**src/rtl/hdmi_video_pkg.sv**
```systemverilog
// Shared video definitions for the HDMI pattern source: raster defaults,
// axis arithmetic and the 32-bit pixel packing used by encoder and logger.
package hdmi_video_pkg;

  localparam int H_ACTIVE_DEF = 800;
  localparam int H_FP_DEF     = 40;
  localparam int H_SYNC_DEF   = 128;
  localparam int H_BP_DEF     = 88;
  localparam int V_ACTIVE_DEF = 300;
  localparam int V_FP_DEF     = 1;
  localparam int V_SYNC_DEF   = 4;
  localparam int V_BP_DEF     = 23;

  typedef struct packed {
    logic [7:0] r;
    logic [7:0] g;
    logic [7:0] b;
  } rgb_t;

  function automatic int axis_total(input int act, input int fp, input int sync, input int bp);
    return act + fp + sync + bp;
  endfunction

  function automatic int sync_start(input int act, input int fp);
    return act + fp;
  endfunction

  function automatic int sync_end(input int act, input int fp, input int sync);
    return act + fp + sync;
  endfunction

  // Pad byte on top keeps the word layout identical for encoder and PPM logger.
  function automatic logic [31:0] pack_rgb(input rgb_t px);
    return {8'h00, px};
  endfunction

endpackage

```
**src/rtl/hdmi_pattern_src_if.sv**
```systemverilog
// Upstream pixel stream (valid/ready with start-of-frame marker) feeding
// the HDMI pattern source.
interface hdmi_pattern_src_if;
  logic        pix_valid;
  logic        pix_sof;
  logic [23:0] pix_data;
  logic        pix_ready;

  modport master (output pix_valid, output pix_sof, output pix_data, input pix_ready);
  modport slave  (input pix_valid, input pix_sof, input pix_data, output pix_ready);
endinterface

```
**src/rtl/hdmi_pattern_src_timing_cnt.sv**
```systemverilog
// Raster position counters with frame-boundary run control; decodes the
// active/sync regions for the current position.
module video_timing_cnt
  import hdmi_video_pkg::*;
#(
  parameter int H_ACTIVE = H_ACTIVE_DEF,
  parameter int H_FP     = H_FP_DEF,
  parameter int H_SYNC   = H_SYNC_DEF,
  parameter int H_BP     = H_BP_DEF,
  parameter int V_ACTIVE = V_ACTIVE_DEF,
  parameter int V_FP     = V_FP_DEF,
  parameter int V_SYNC   = V_SYNC_DEF,
  parameter int V_BP     = V_BP_DEF
) (
  input  logic clk,
  input  logic rst_n,
  input  logic en,
  output logic active,
  output logic hs_act,
  output logic vs_act,
  output logic origin,
  output logic frame_end
);

  localparam int H_TOTAL = axis_total(H_ACTIVE, H_FP, H_SYNC, H_BP);
  localparam int V_TOTAL = axis_total(V_ACTIVE, V_FP, V_SYNC, V_BP);
  localparam int HW = $clog2(H_TOTAL);
  localparam int VW = $clog2(V_TOTAL);

  localparam logic [HW-1:0] H_LAST  = HW'(H_TOTAL - 1);
  localparam logic [HW-1:0] H_ACT   = HW'(H_ACTIVE);
  localparam logic [HW-1:0] H_SYN0  = HW'(sync_start(H_ACTIVE, H_FP));
  localparam logic [HW-1:0] H_SYN1  = HW'(sync_end(H_ACTIVE, H_FP, H_SYNC));
  localparam logic [VW-1:0] V_LAST  = VW'(V_TOTAL - 1);
  localparam logic [VW-1:0] V_ACT   = VW'(V_ACTIVE);
  localparam logic [VW-1:0] V_SYN0  = VW'(sync_start(V_ACTIVE, V_FP));
  localparam logic [VW-1:0] V_SYN1  = VW'(sync_end(V_ACTIVE, V_FP, V_SYNC));

  logic [HW-1:0] h_cnt_q, h_cnt_d;
  logic [VW-1:0] v_cnt_q, v_cnt_d;
  logic          running_q, running_d;

  // NOTE: every variable assigned here gets a default first, so no path leaves
  // it unassigned and no latch is inferred.
  always_comb begin
    h_cnt_d   = h_cnt_q;
    v_cnt_d   = v_cnt_q;
    running_d = running_q;
    if (!running_q) begin
      running_d = en;
    end else if (h_cnt_q == H_LAST) begin
      h_cnt_d = '0;
      if (v_cnt_q == V_LAST) begin
        v_cnt_d   = '0;
        running_d = en;
      end else begin
        v_cnt_d = v_cnt_q + VW'(1);
      end
    end else begin
      h_cnt_d = h_cnt_q + HW'(1);
    end
  end

  // NOTE: state registers use non-blocking assignments so every flop samples
  // the pre-edge values regardless of block ordering.
  always_ff @(posedge clk or negedge rst_n) begin
    if (!rst_n) begin
      h_cnt_q   <= '0;
      v_cnt_q   <= '0;
      running_q <= 1'b0;
    end else begin
      h_cnt_q   <= h_cnt_d;
      v_cnt_q   <= v_cnt_d;
      running_q <= running_d;
    end
  end

  assign active    = running_q && (h_cnt_q < H_ACT) && (v_cnt_q < V_ACT);
  assign hs_act    = running_q && (h_cnt_q >= H_SYN0) && (h_cnt_q < H_SYN1);
  assign vs_act    = running_q && (v_cnt_q >= V_SYN0) && (v_cnt_q < V_SYN1);
  assign origin    = (h_cnt_q == '0) && (v_cnt_q == '0);
  assign frame_end = running_q && (h_cnt_q == H_LAST) && (v_cnt_q == V_LAST);

endmodule

```
**src/rtl/hdmi_pattern_src.sv**
```systemverilog
// HDMI video source: raster timing plus a pixel-stream consumer, with
// underflow fill, start-of-frame alignment checking and a frame counter.
module hdmi_pattern_src
  import hdmi_video_pkg::*;
#(
  parameter int          H_ACTIVE = H_ACTIVE_DEF,
  parameter int          H_FP     = H_FP_DEF,
  parameter int          H_SYNC   = H_SYNC_DEF,
  parameter int          H_BP     = H_BP_DEF,
  parameter int          V_ACTIVE = V_ACTIVE_DEF,
  parameter int          V_FP     = V_FP_DEF,
  parameter int          V_SYNC   = V_SYNC_DEF,
  parameter int          V_BP     = V_BP_DEF,
  parameter logic        SYNC_POL = 1'b0,
  parameter logic [23:0] FILL_RGB = 24'hFF00FF
) (
  input  logic                hdmi_clk,
  input  logic                rst_n,
  input  logic                en,
  hdmi_pattern_src_if.slave   pix,
  output logic                hdmi_vs,
  output logic                hdmi_hs,
  output logic                hdmi_de,
  output logic [31:0]         hdmi_data,
  output logic                underflow,
  output logic                sync_err,
  output logic [7:0]          frame_cnt
);

  logic active, hs_act, vs_act, origin, frame_end;

  video_timing_cnt #(
    .H_ACTIVE (H_ACTIVE), .H_FP (H_FP), .H_SYNC (H_SYNC), .H_BP (H_BP),
    .V_ACTIVE (V_ACTIVE), .V_FP (V_FP), .V_SYNC (V_SYNC), .V_BP (V_BP)
  ) u_timing (
    .clk       (hdmi_clk),
    .rst_n     (rst_n),
    .en        (en),
    .active    (active),
    .hs_act    (hs_act),
    .vs_act    (vs_act),
    .origin    (origin),
    .frame_end (frame_end)
  );

  // The raster never stalls: every active cycle consumes a pixel if one is offered.
  assign pix.pix_ready = active;

  logic        vs_q, vs_d, hs_q, hs_d, de_q, de_d;
  logic [31:0] data_q, data_d;
  logic        underflow_q, underflow_d, sync_err_q, sync_err_d;
  logic [7:0]  frame_cnt_q, frame_cnt_d;
  logic        starve, sof_bad;

  always_comb begin
    starve      = active && !pix.pix_valid;
    sof_bad     = active && pix.pix_valid && (origin ? !pix.pix_sof : pix.pix_sof);
    de_d        = active;
    hs_d        = hs_act ? SYNC_POL : ~SYNC_POL;
    vs_d        = vs_act ? SYNC_POL : ~SYNC_POL;
    data_d      = '0;
    if (active) data_d = pack_rgb(rgb_t'(pix.pix_valid ? pix.pix_data : FILL_RGB));
    // Clearing at the frame origin loses to an underflow on that same pixel.
    underflow_d = (origin ? 1'b0 : underflow_q) | starve;
    sync_err_d  = sync_err_q | sof_bad;
    frame_cnt_d = frame_cnt_q;
    if (frame_end) frame_cnt_d = frame_cnt_q + 8'd1;
  end

  always_ff @(posedge hdmi_clk or negedge rst_n) begin
    if (!rst_n) begin
      vs_q        <= ~SYNC_POL;
      hs_q        <= ~SYNC_POL;
      de_q        <= 1'b0;
      data_q      <= '0;
      underflow_q <= 1'b0;
      sync_err_q  <= 1'b0;
      frame_cnt_q <= '0;
    end else begin
      vs_q        <= vs_d;
      hs_q        <= hs_d;
      de_q        <= de_d;
      data_q      <= data_d;
      underflow_q <= underflow_d;
      sync_err_q  <= sync_err_d;
      frame_cnt_q <= frame_cnt_d;
    end
  end

  assign hdmi_vs   = vs_q;
  assign hdmi_hs   = hs_q;
  assign hdmi_de   = de_q;
  assign hdmi_data = data_q;
  assign underflow = underflow_q;
  assign sync_err  = sync_err_q;
  assign frame_cnt = frame_cnt_q;

endmodule

```
**src/flat_wrapper.sv**
```systemverilog
// flat-port wrapper written by rule: the top's interface ports become plain ports
module hdmi_pattern_src_flat import hdmi_video_pkg::*;
#(
  parameter int          H_ACTIVE = H_ACTIVE_DEF,
  parameter int          H_FP     = H_FP_DEF,
  parameter int          H_SYNC   = H_SYNC_DEF,
  parameter int          H_BP     = H_BP_DEF,
  parameter int          V_ACTIVE = V_ACTIVE_DEF,
  parameter int          V_FP     = V_FP_DEF,
  parameter int          V_SYNC   = V_SYNC_DEF,
  parameter int          V_BP     = V_BP_DEF,
  parameter logic        SYNC_POL = 1'b0,
  parameter logic [23:0] FILL_RGB = 24'hFF00FF
)
  (hdmi_clk, rst_n, en, hdmi_vs, hdmi_hs, hdmi_de, hdmi_data, underflow, sync_err, frame_cnt, pix_pix_valid, pix_pix_sof, pix_pix_data, pix_pix_ready);
  hdmi_pattern_src_if pix_i ();
  input  logic hdmi_clk;
  input  logic rst_n;
  input  logic en;
  output logic hdmi_vs;
  output logic hdmi_hs;
  output logic hdmi_de;
  output logic [31:0] hdmi_data;
  output logic underflow;
  output logic sync_err;
  output logic [7:0] frame_cnt;
  input wire logic [$bits(pix_i.pix_valid)-1:0] pix_pix_valid;
  input wire logic [$bits(pix_i.pix_sof)-1:0] pix_pix_sof;
  input wire logic [$bits(pix_i.pix_data)-1:0] pix_pix_data;
  output wire logic [$bits(pix_i.pix_ready)-1:0] pix_pix_ready;
  assign pix_i.pix_valid = pix_pix_valid;
  assign pix_i.pix_sof = pix_pix_sof;
  assign pix_i.pix_data = pix_pix_data;
  assign pix_pix_ready = pix_i.pix_ready;
  hdmi_pattern_src #(.H_ACTIVE(H_ACTIVE), .H_FP(H_FP), .H_SYNC(H_SYNC), .H_BP(H_BP), .V_ACTIVE(V_ACTIVE), .V_FP(V_FP), .V_SYNC(V_SYNC), .V_BP(V_BP), .SYNC_POL(SYNC_POL), .FILL_RGB(FILL_RGB)) u_core (.hdmi_clk(hdmi_clk), .rst_n(rst_n), .en(en), .pix(pix_i), .hdmi_vs(hdmi_vs), .hdmi_hs(hdmi_hs), .hdmi_de(hdmi_de), .hdmi_data(hdmi_data), .underflow(underflow), .sync_err(sync_err), .frame_cnt(frame_cnt));
endmodule
```
**config.mk**
```make
export PLATFORM = sky130hd
export DESIGN_NAME = hdmi_pattern_src_flat
export DESIGN_NICKNAME = d
export VERILOG_FILES = /design/src/rtl/hdmi_video_pkg.sv /design/src/rtl/hdmi_pattern_src_if.sv /design/src/rtl/hdmi_pattern_src_timing_cnt.sv /design/src/rtl/hdmi_pattern_src.sv /design/src/flat_wrapper.sv
export SDC_FILE = /design/constraint.sdc
export NUM_CORES = 1
export LEC_CHECK = 0
export ABC_AREA = 0
export CAP_MARGIN = 40
export CORE_MARGIN = 1
export CORE_UTILIZATION = 48
export DETAILED_ROUTE_END_ITERATION = 8
export GPL_ROUTABILITY_DRIVEN = 0
export PLACE_DENSITY_LB_ADDON = 0.12
export SETUP_SLACK_MARGIN = 0.5
export SYNTH_ARGS = -nofsm -noshare
export SYNTH_HDL_FRONTEND = slang
export SYNTH_SLANG_ARGS = --single-unit
```
**constraint.sdc**
```tcl
create_clock -name hdmi_clk -period 2.2 [get_ports hdmi_clk]
set_clock_uncertainty 0.2 [all_clocks]
set_input_delay 0.44 -clock hdmi_clk [delete_from_list [all_inputs] [get_ports hdmi_clk]]
set_output_delay 0.44 -clock hdmi_clk [all_outputs]
set_load 0.01 [all_outputs]
```
==> results.md, run 1 <==
- Post-synth top area cell: dfrtp_1
- Status: finished, violations left
- Number of global-route vias before repair: 2511
- GRT Util Overall: 28.0%
- Post-synth EDFFs: 0
- Net count, final: 409
- Synth warnings: 0
- Top FF cell, synth: dfrtp_1
- Async SR Flop Fraction: 100%
- Final Hold Fails: 0
- DR WL/cell: 20.6 microns
- Reg clk slew, reported paths: 70 ps
- Fillers: 234
- Initial antenna violation count: 0
- R2r startpoint: u_core.u_timing.h_cnt_q[6]$_DFFE_PN0P_
- Crit path from: u_core.u_timing.v_cnt_q[2]$_DFFE_PN0P_
- Finish-stage setup viols: 1
- Hold Path Origin: u_core.frame_cnt[7]$_DFFE_PN0P_
- Synthesized area: 0.00271 sq mm
- CTS tree: yes
- Inserted Clock Buffers: 9
- Total number of vias: 2562
- Final core utilization: 88.3%
- Deepest clock path buffer count: 2
- Clock H-tree levels: 3
- Area of the multi-input gates: 0.00156 sq mm
- IO Port Bufs: 66
- Starting Density: 51.4%
- Hold crit path type: reg2reg
- DRT Pass-1 Iters: 4
- Die area: 0.00595 sq mm
- Avg Cell Area, Syn: 11.1 sq um
- Final period utilization: 104%
- Leakage: 2.20 nW
- Total wire length: 9.23 mm
- 1st-iter DRT viols: 191
- Total grt overflow: 0
- Die Ht: 77.1 microns
- Total I/O pin count: 75
- Peak supply drop: 0.000524 V
- Crit Path Class: reg2out
- Data arrival, critical path: 1650 ps
- Flops & latches, synth: 58
- Detailed-route DRC error count: 0
- Power per Cell Area: 507 mW/mm^2
- Die Wd: 77.1 microns
- Latest clock arrival within the worst-skew pair: 340 ps
- Pre-CTS WS: -134 ps
- Min setup slack post-route: -88.0 ps
- Layout cells sized above 1: 39.8%
- Clock sink count: 58
- Register area: 0.00146 sq mm
- Final Critical Period: 2290 ps
- Worst setup SP type: register
- Area grow syn2layout: 71.8%
- Root Buffer: clkbuf_8
- Core area: 0.00527 sq mm
- Ant diodes: 0
- Final Slew Violations: 0
- Synth unique cells: 47
- CP endpoint kind: output pin
- Largest net degree at the start of global routing: 59
- First-pass GRT wire length: 12.6 mm
- Vias per inst: 5.71
- Max FO, Critical Path: 2
- Yosys top cell area share: 51.8%
- Routed Antenna Nets: 0
- # Max-Cap Violations: 0
- RSZ-0062 raised after global routing: true
- Row cnt: 26
- Critical Path RT: 1560 ps
- Failing checks: setup timing
- Post-synthesis sequential area ratio: 53.7%
- Post-Syn Instances: 243
- Fmax: 0.437 GHz
- Synth top area cells: dfrtp_1 52%, xor2_1 4.5%, o21a_1 4.4%, ha_1 2.8%, buf_4 2.5%
- DPL Wire Length: 4.31 mm
[cells in the mapped netlist, types with 4 or more instances]
cell type and instances:
and3_1 9, and3_2 6, buf_2 4, buf_4 9
dfrtp_1 56, ha_1 6, inv_1 9, nand2_1 15
nand3_1 13, nand4_1 6, nor2_1 6, nor3_1 8
nor4_1 10, o21a_1 16, o21ai_0 6, xnor2_1 6
xor2_1 14
[cell families after synthesis]
logic type | Yosys count | share of synthesized area, %
AO/OA/AOI/OAI | 39 | 10.9
AND/OR/NAND/NOR | 88 | 18.9
adder cells (fa/ha/maj) | 6 | 2.77
multiplexers | 2 | 0.786
buffers and inverters | 29 | 6.33
other | 1 | 0.138
XOR/XNOR | 20 | 6.47
flip-flops | 58 | 53.7
[registers in the layout (all words and copies together) (netlist names)]
| register | cells |
|---|---|
| u_core.u_timing.h_cnt_q | 11 |
| u_core.hdmi_data | 24 |
| u_core.underflow | 1 |
| u_core.hdmi_hs | 1 |
| u_core.hdmi_de | 1 |
| u_core.frame_cnt | 8 |
| u_core.u_timing.running_q | 1 |
| u_core.u_timing.v_cnt_q | 9 |
| u_core.hdmi_vs | 1 |
| u_core.sync_err | 1 |
[worst paths after layout]
| path | end | slack (ps) | cells after the start |
|---|---|---|---|
| worst max-delay path | pix_pix_ready | -90 | 3 |
| worst min-delay path | u_core.frame_cnt[7]$_DFFE_PN0P_ | 270 | 1 |
| worst max register to register | u_core.frame_cnt[1]$_DFFE_PN0P_ | 50 | 8 |
| worst min register to register | u_core.frame_cnt[7]$_DFFE_PN0P_ | 270 | 1 |
| max in group asynchronous | u_core.hdmi_vs$_DFF_PN1_ | 1070 | 3 |
| min in group asynchronous | u_core.hdmi_data[1]$_DFF_PN0_ | 440 | 3 |
[worst max-delay path, stage by stage (launching register included)]
cell and delay (ps):
dfrtp_1 400, a2111o_1 490, a211oi_4 260, buf_2 180
[layer usage]
layer | global-route usage [%] | part of all wire, % | routed length, microns
met1 | 33.7 | 40 | 3690
met2 | 47.1 | 51 | 4710
met3 | 5.95 | 5.3 | 486
met4 | 14.3 | 3.8 | 351
met5 | 0 | 0 | 0
[final cells by class]
cell class | instances | share of cell area, %
Clock buffer | 11 | 3.04
Sequential cell | 58 | 31.4
Inverter | 10 | 0.807
Clock inverter | 5 | 1.67
Timing Repair Buffer | 131 | 27.7
Tap cell | 70 | 1.88
Multi-Input combinational cell | 164 | 33.6
[timing repair]
item / in CTS / in global routing
resized for setup: 93 / 50
hold buffers: 1 / 0
pin swaps: 33 / 25
setup endpoints to repair: 88 / 59
setup buffers: 19 / 17
cloned: 3 / 1
hold endpoints to repair: 56 / 0
[per-stage QoR]
step	cell area (sq um)	TNS [ps]	total power (W)	cells	hold slack, ps
floorplan	2930	0	0.00117	250	-55.6
global placement	3720	-114	0.00128	392	249
detailed placement	3720	-134	0.00129	392	255
CTS	4320	-122	0.00234	431	260
global route	4650	-171	0.00244	449	306
finish	4650	-88.0	0.00236	449	269
[power by group]
group	total (W)	leakage (nW)	switching, W	internal, W
Combinational	0.000166	1.40	0.0000740	0.0000922
Sequential	0.00109	0.695	0.00000506	0.00109
Clock	0.00110	0.109	0.000436	0.000665
Total	0.00236	2.20	0.000515	0.00185
[placed cells by master, fill, tap and decap left out, types with 9 or more instances in the layout]
cell              n
dlygate4sd2_1    35
and3_4           13
nand3_1           9
buf_6            24
nand2_1          13
xor2_1           14
buf_4            32
o21a_1           16
clkbuf_8         10
dfrtp_1          52
nor4_4            9
clkdlybuf4s50_1  27
Note: power is estimated with default switching activity, not from simulation.
==> run 2, diff against run 1 <==
--- a/config.mk
+++ b/config.mk
@@ -11,7 +11,7 @@
 export CORE_UTILIZATION = 48
 export DETAILED_ROUTE_END_ITERATION = 8
 export GPL_ROUTABILITY_DRIVEN = 0
-export PLACE_DENSITY_LB_ADDON = 0.12
+export PLACE_DENSITY_LB_ADDON = 0.05
 export SETUP_SLACK_MARGIN = 0.5
 export SYNTH_ARGS = -nofsm -noshare
 export SYNTH_HDL_FRONTEND = slang
==> run 2 against run 1 <==
Effect of this change: the run still ends with setup timing left; critical path depth stayed put; sequential power hardly changed; register-to-register slack worse by 40 ps.
==> results.md, run 2 (synthesized netlist as in run 1, its figures left out) <==
- CTS tree: yes
- Row cnt: 26
- Final Hold Fails: 0
- Fmax: 0.445 GHz
- GRT Util Overall: 26.4%
- Min setup slack post-route: -47.3 ps
- CP endpoint kind: output pin
- Failing checks: setup timing
- Initial antenna violation count: 0
- Finish-stage setup viols: 1
- Status: finished, violations left
- Vias per inst: 5.46
- Inserted Clock Buffers: 9
- Data arrival, critical path: 1610 ps
- Most common cell after layout, fill and taps aside: dfrtp_1
- Latest clock arrival within the worst-skew pair: 330 ps
- DR WL/cell: 17.4 microns
- Die area: 0.00595 sq mm
- Peak supply drop: 0.000460 V
- Clock sink count: 58
- Final Slew Violations: 0
- Net count, final: 412
- Die Wd: 77.1 microns
- Routed Antenna Nets: 0
- Final period utilization: 102%
- Ant diodes: 0
- Clock H-tree levels: 3
- Total number of vias: 2470
- DP Area: 0.00373 sq mm
- Final Critical Period: 2250 ps
- Crit Path Class: reg2out
- Core area: 0.00527 sq mm
- Post-route cell area: 0.00447 sq mm
- Total wire length: 7.89 mm
- Fin Hold WS: 270 ps
- Max FO, Critical Path: 2
- Layout cells sized above 1: 35.9%
- Largest net degree at the start of global routing: 59
- Total I/O pin count: 75
- IO Port Bufs: 66
- 1st-iter DRT viols: 139
- Leakage: 2.15 nW
- DRT Pass-1 Iters: 4
- First-pass GRT wire length: 11.9 mm
- DPL Wire Length: 4.40 mm
- RSZ-0062 raised after global routing: true
- Area grow syn2layout: 65.1%
- Final core utilization: 84.8%
- Hold crit path type: reg2reg
- Worst setup SP type: register
- PnR Total Power: 0.00206 W
- Most frequent cells in the layout: 51 x dfrtp_1, 45 x buf_4, 35 x dlygate4sd2_1, 27 x clkdlybuf4s50_1, 16 x o21a_1
- Total grt overflow: 0
- Critical Path RT: 1560 ps
- Reg clk slew, reported paths: 60 ps
- Power per Cell Area: 460 mW/mm^2
- Largest register FFs: 24
- # Max-Cap Violations: 0
- Root Buffer: clkbuf_8
- Starting Density: 51.4%
- Detailed-route DRC error count: 0
- Deepest clock path buffer count: 2
- Number of global-route vias before repair: 2371
- Die Ht: 77.1 microns
run 2: cell count changes in the layout (fill, tap and decap cells not counted), moves of 3 or more:
| cell | before | now |
|---|---|---|
| and3_1 | 2 | 7 |
| buf_6 | 24 | 15 |
| and3_2 | 0 | 6 |
| buf_4 | 32 | 45 |
| and3_4 | 13 | 2 |
| clkbuf_1 | 1 | 4 |
| nor3_2 | 3 | 0 |
run 2: final cells by class:
class | count | area (sq um)
multi-input combinational | 165 | 1490
sequential | 58 | 1460
timing repair buffer | 133 | 1240
fill | 291 | 801
clock buffer | 13 | 139
tap | 70 | 87.6
inverter | 10 | 37.5
clock inverter | 3 | 17.5
run 2: worst max-delay path, cell delays in order, from the launching register on:
cell,delay (ps)
dfrtp_1,380
a2111o_1,470
a211oi_4,250
buf_2,180
run 2: path summary, 6_finish.rpt:
path / start / cells after the start / to / slack (ps)
hold reg to reg: u_core.sync_err$_DFF_PN0_ / 1 / u_core.sync_err$_DFF_PN0_ / 270
hold / removal: u_core.sync_err$_DFF_PN0_ / 1 / u_core.sync_err$_DFF_PN0_ / 270
min in group asynchronous: rst_n / 3 / u_core.hdmi_data[2]$_DFF_PN0_ / 450
setup reg to reg: u_core.u_timing.v_cnt_q[7]$_DFFE_PN0P_ / 9 / u_core.frame_cnt[7]$_DFFE_PN0P_ / 10
setup / recovery: u_core.u_timing.v_cnt_q[3]$_DFFE_PN0P_ / 3 / pix_pix_ready / -50
max in group asynchronous: rst_n / 3 / u_core.hdmi_vs$_DFF_PN1_ / 1060
run 2: repair_timing:
| item | 4_1_cts | 5_1_grt |
|---|---|---|
| resized for setup | 98 | 15 |
| hold buffers | 1 | 0 |
| buffers inserted | 20 | 18 |
| cloned | 2 | 1 |
| pin swaps | 25 | 18 |
| setup endpoints to repair | 88 | 57 |
| endpoints found under the hold margin | 56 | 0 |
run 2: per-layer routing:
metal | routed length, microns | GRT usage [%] | part of all wire (%)
met1 | 3230 | 34.1 | 41
met4 | 165 | 12.8 | 2.1
met3 | 429 | 6.07 | 5.4
met5 | 0 | 0 | 0
met2 | 4060 | 42.0 | 52
run 2: power by group:
part / switching [W] / internal [W] / total [W]
combinational: 0.0000684 / 0.0000868 / 0.000155
sequential: 0.00000461 / 0.00109 / 0.00109
clock: 0.000403 / 0.000406 / 0.000809
run 2: per-stage QoR:
| stage | instances | setup TNS (ps) | setup WS [ps] |
|---|---|---|---|
| 2_1_floorplan | 250 | 0 | 113 |
| 3_3_place_gp | 394 | -109 | -109 |
| 3_5_place_dp | 394 | -105 | -105 |
| 4_1_cts | 433 | -100 | -100 |
| 5_1_grt | 452 | -167 | -101 |
| 6_report | 452 | -47.3 | -47.3 |
